[src/rtl/float_mul_pipe.sv]
// float_mul_pipe: pipelined multiplier for packed {sign, exponent, mantissa} floats under valid/ready flow control.
// Define FLOAT_MUL_ROUND_EN for round-half-up in normalisation; the default build truncates.
module float_mul_pipe #(
    parameter int N_mantisse = 23,
    parameter int N_exposant = 8
) (
    input  logic                             clk,
    input  logic                             reset_n,
    input  logic                             in_valid,
    output logic                             in_ready,
    input  logic [N_exposant+N_mantisse:0]   op1,
    input  logic [N_exposant+N_mantisse:0]   op2,
    output logic                             out_valid,
    input  logic                             out_ready,
    output logic [N_exposant+N_mantisse:0]   result
);
    localparam int NM = N_mantisse;
    localparam int NE = N_exposant;
    localparam int W  = 1 + NE + NM;

    localparam logic [NE+1:0] BIAS    = {3'b000, {(NE-1){1'b1}}};
    localparam logic [NE+1:0] EXP_MAX = {2'b00, {(NE-1){1'b1}}, 1'b0};
    localparam logic [NE+1:0] EXP_ONE = {{(NE+1){1'b0}}, 1'b1};

    logic           en;
    logic           c_valid;
    logic [W-1:0]   c_op1, c_op2;
    logic           s1_valid, s1_sign, s1_zero;
    logic [2*NM+1:0] s1_prod;
    logic [NE+1:0]  s1_exp;
    logic           s2_valid, s2_sign, s2_zero;
    logic [NM-1:0]  s2_mant;
    logic [NE+1:0]  s2_exp;

    logic [NE-1:0]  e1, e2;
    logic [NM-1:0]  m1, m2;
    logic [2*NM+1:0] prod_c;
    logic [NE+1:0]  exp_c;
    logic [NM-1:0]  norm_mant;
    logic [NE+1:0]  norm_exp;
    logic           unused_prod;

    assign en       = out_ready | ~out_valid;
    assign in_ready = en;

    // Operand capture rank keeps the multiplier off the upstream register outputs.
    always_ff @(posedge clk or negedge reset_n) begin
        if (!reset_n) begin
            c_valid <= 1'b0;
            c_op1   <= '0;
            c_op2   <= '0;
        end else if (en) begin
            c_valid <= in_valid;
            if (in_valid) begin
                c_op1 <= op1;
                c_op2 <= op2;
            end
        end
    end

    assign e1     = c_op1[W-2:NM];
    assign e2     = c_op2[W-2:NM];
    assign m1     = c_op1[NM-1:0];
    assign m2     = c_op2[NM-1:0];
    assign prod_c = {{(NM+1){1'b0}}, 1'b1, m1} * {{(NM+1){1'b0}}, 1'b1, m2};
    assign exp_c  = {2'b00, e1} + {2'b00, e2} - BIAS;

    always_ff @(posedge clk or negedge reset_n) begin
        if (!reset_n) begin
            s1_valid <= 1'b0;
            s1_sign  <= 1'b0;
            s1_zero  <= 1'b0;
            s1_prod  <= '0;
            s1_exp   <= '0;
        end else if (en) begin
            s1_valid <= c_valid;
            if (c_valid) begin
                s1_sign <= c_op1[W-1] ^ c_op2[W-1];
                s1_zero <= (e1 == '0) | (e2 == '0);
                s1_prod <= prod_c;
                s1_exp  <= exp_c;
            end
        end
    end

    assign unused_prod = ^s1_prod;

    // The product of two [1,2) significands lies in [1,4); a set top bit means shift right by one.
    always_comb begin
        norm_mant = s1_prod[2*NM-1:NM];
        norm_exp  = s1_exp;
`ifdef FLOAT_MUL_ROUND_EN
        begin : round_blk
            logic          round_bit;
            logic [NM:0]   round_sum;
            round_bit = s1_prod[NM-1];
            if (s1_prod[2*NM+1]) begin
                norm_mant = s1_prod[2*NM:NM+1];
                norm_exp  = s1_exp + EXP_ONE;
                round_bit = s1_prod[NM];
            end
            round_sum = {1'b0, norm_mant} + {{NM{1'b0}}, round_bit};
            norm_mant = round_sum[NM-1:0];
            if (round_sum[NM]) begin
                norm_exp = norm_exp + EXP_ONE;
            end
        end
`else
        if (s1_prod[2*NM+1]) begin
            norm_mant = s1_prod[2*NM:NM+1];
            norm_exp  = s1_exp + EXP_ONE;
        end
`endif
    end

    always_ff @(posedge clk or negedge reset_n) begin
        if (!reset_n) begin
            s2_valid <= 1'b0;
            s2_sign  <= 1'b0;
            s2_zero  <= 1'b0;
            s2_mant  <= '0;
            s2_exp   <= '0;
        end else if (en) begin
            s2_valid <= s1_valid;
            if (s1_valid) begin
                s2_sign <= s1_sign;
                s2_zero <= s1_zero;
                s2_mant <= norm_mant;
                s2_exp  <= norm_exp;
            end
        end
    end

    // Exponent is signed here: a set MSB or zero means underflow, above EXP_MAX saturates.
    always_ff @(posedge clk or negedge reset_n) begin
        if (!reset_n) begin
            out_valid <= 1'b0;
            result    <= '0;
        end else if (en) begin
            out_valid <= s2_valid;
            if (s2_valid) begin
                if (s2_zero || s2_exp[NE+1] || (s2_exp == '0)) begin
                    result <= {s2_sign, {(W-1){1'b0}}};
                end else if (s2_exp > EXP_MAX) begin
                    result <= {s2_sign, EXP_MAX[NE-1:0], {NM{1'b1}}};
                end else begin
                    result <= {s2_sign, s2_exp[NE-1:0], s2_mant};
                end
            end
        end
    end
endmodule

[config.mk]
export PLATFORM = sky130hd
export DESIGN_NAME = float_mul_pipe
export DESIGN_NICKNAME = d
export VERILOG_FILES = /design/src/rtl/float_mul_pipe.sv
export SDC_FILE = /design/constraint.sdc
export NUM_CORES = 2
export LEC_CHECK = 0
export CAP_MARGIN = 40
export CORE_MARGIN = 4
export CORE_UTILIZATION = 36
export CTS_CLUSTER_SIZE = 10
export DETAILED_ROUTE_END_ITERATION = 10
export PLACE_DENSITY_LB_ADDON = 0.3
export SYNTH_ARGS = -nofsm -noshare
export SYNTH_HDL_FRONTEND = slang
export SYNTH_SLANG_ARGS = --single-unit
[constraint.sdc]
create_clock -name clk -period 10.7 [get_ports clk]
set_clock_uncertainty 0.05 [all_clocks]
set_input_delay 1.07 -clock clk [delete_from_list [all_inputs] [get_ports clk]]
set_output_delay 1.07 -clock clk [all_outputs]
set_load 0.03 [all_outputs]
==> results.md <==
* Starting Density at 0.363
* Via Count at 17900
* Final Cycle Share at 0.708
* Worst Setup EP: s1_prod[34]
* Crit path launch type: flip-flop
* Commonest non-fill, non-tap cell in the layout: inv_1
* Prevailing post-synth register cell: dfrtp_1
* FF-to-FF path depth at 24
* Clock-pin slew on the worst setup and hold paths at 90 ps
* CP startpoint: c_op1[15]
* Post-synth EDFFs at 0
* Inserted Clock Buffers at 17
* Max Cap Viol at 0
* TritonCTS clock tree: built
* Initial antenna violation count at 2
* Final Instance Count excl. Fillers at 3695
* Worst path arrival time at 7910 ps
* Dpl cells at 3662
* Compound-Gate Fraction of Synth Area at 0.0540
* CTS root buffer: clkbuf_16
* Mean area per synthesized cell at 9.45 um2
* Hold Vio Cnt, Final at 0
* Total wire length at 67.0 mm
* Chip width at 274 um
* First drt pass iteration count at 7
* Setup Viol. Count Final at 0
* Iter 0 DRT Violations at 897
* Relative slew slack at 0.365
* Status: finished clean
* Syn nets at between 3000 and 4000
* Avg WL per Cell at 18.1 um
* Syn Inst Count at 2693
* DRC violations left at 0
* Critical path type: reg2reg
* Slew of the pin with the lowest slew margin at approximately 950 ps
* Ys Warns at 0
* Fraction of layout cells with a size suffix above 1 at 0.0632
* CP endpoint kind: flip-flop
* Core area at 70000 um2
* Rows at 97
* Die area at 75000 um2
* CTS Hold Bufs at 0
* Hpwl dp at roughly 52 mm
* Async S/R FF share, synth at 1.00
* Combinational family with the most area after synthesis: adder cells
* First-pass GRT wire length at about 110 mm
* Port Buffers at around 100
* Netlist cell types at 65
* CTS resizes at 0
* CTS Buffer Depth at 2
* Final setup margin at around 3100 ps
* Final core utilization at 0.405
* Critical path required time at around 11000 ps
* Worst Hold Class: reg2reg
* Setup tns final at 0 ps
* Post-synthesis adder-cell area fraction at 0.470
* Die height at 274 um
* F_max at 132 MHz
* Final antenna-violating net count at 0
* Crit Reg-Reg Endpoint: s1_prod[34]
* GRT Overall Usage at 0.186
* Setup repair bufs after CTS at 0
* Post-synthesis sequential area ratio at 0.169
* RSZ-0062 raised after global routing: false
* Most frequent cells in the layout: 596 x inv_1, 482 x fa_1, 380 x nand2_1
* Final nets at 3476
* Placer Congestion at roughly 0.88
* Layout area overhead at 11.4%
* Vias in the first global route at 19200
* Synth Area in Simple Gates at 0.146
* I/O pin cnt at approximately 100
* Post-Synth XOR/XNOR Area at 0.0134
* H-tree levels at 4
* Cell Area, Synth at about 25000 um2
* Post-layout minimum cycle time at 7580 ps
* Slew Viols, Final at 0
* Worst r2r src: c_op1[15]
* Pin count of the biggest net entering global routing at 75
* Clk_lat worst skew at 500 ps
* CTS Sinks at between 150 and 200
* DR vias/cell at 4.83
* Crit Path Max Fanout at 15
* Hold path cells at 2
* Dpl ws at 3200 ps
* FF+latch count, synth at around 170
* GRT overflow at 0
* Post-synthesis mux area share at 0.0404
* Reg2Reg Setup Slack at about 3100 ps
==> final cells by class <==
class | count | area (um2)
Clock buffer | 17 | 425
Inverter | 598 | 2240
Multi-Input combinational cell | 1798 | 18400
Fill cell | 7035 | 41700
Antenna cell | 1 | 2.50
Timing Repair Buffer | 154 | 1540
Clock inverter | 15 | 215
Tap cell | 940 | 1180
Sequential cell | 172 | 4300
==> flip-flops by register name, indices dropped and copies added, names as in the netlist <==
| register | count |
|---|---|
| c_valid | 1 |
| result | 32 |
| s2_exp | 10 |
| s2_valid | 1 |
| c_op1 | 32 |
| s1_zero | 1 |
| s1_prod | 25 |
| s1_sign | 1 |
| s1_valid | 1 |
| c_op2 | 32 |
| s2_zero | 1 |
| out_valid | 1 |
| s2_sign | 1 |
| s2_mant | 23 |
| s1_exp | 10 |
==> metal layers <==
metal	global-route usage	wire length [um]	part of all wire
met3	0.0385	3170	0.047
met1	0.234	27800	0.41
met2	0.325	34400	0.51
met5	0	0	0
met4	0.0507	1610	0.024
==> worst min-delay path by stage <==
stage | startpoint | to | slack (ps)
after floorplan | s1_valid | s1_valid | 390
after global placement | result[13] | result[13] | 400
after detailed placement | result[20] | result[20] | 410
after CTS | reset_n | c_op2[28] | 430
after global routing | reset_n | c_op2[28] | 440
final | result[4] | result[4] | 420
==> synth_stat cells, drive strengths merged (5+ instances only) <==
cell type  number  area share
and2          252       0.062
clkbuf        118       0.017
ha            185       0.091
xnor2          23      0.0079
a211oi          6      0.0018
mux2i          24      0.0094
nand4          10      0.0025
nor2           79       0.012
o211ai          6      0.0020
o21ai          77       0.015
and3           10      0.0025
fa            482        0.38
buf             7      0.0013
a21oi          70       0.014
nor4            6      0.0017
xor2           16      0.0055
mux2           70       0.031
nand3           8      0.0016
nor3            5     0.00098
dfrtp         172        0.17
a31oi           7      0.0023
nand2         382       0.056
inv           596       0.088
a21o           23      0.0068
o21bai          6      0.0018
==> through the flow <==
step | hold WS (ps) | area (um2)
after floorplan | 389 | 25500
after global placement | 403 | 27500
after detailed placement | 407 | 27700
after CTS | 425 | 28400
after global routing | 441 | 28400
final | 422 | 28400
==> cells by family after synthesis <==
| group | after synthesis |
|---|---|
| compound gates | 226 |
| mux | 94 |
| buf+inv | 723 |
| simple gates | 772 |
| flops | 172 |
| fa+ha+maj | 667 |
| xor+xnor | 39 |
==> critical path, cell delays in order (launching register included) <==
cell and delay [ps]:
dfrtp_1 740, buf_4 310, and2_1 170, fa_1 450, fa_1 540, inv_1 60, fa_1 530, inv_1 50
fa_1 490, inv_1 60, fa_1 530, inv_1 50, fa_1 470, inv_1 60, fa_1 480, inv_1 40
ha_1 340, and4_1 280, nand2_1 120, nand4b_1 220, a311oi_1 540, o21ai_0 210, a21boi_0 340, nor3_1 80
o31ai_1 240
Power is not shown: default switching activity piles up to over one toggle a cycle in this logic, so the estimate is an artifact.
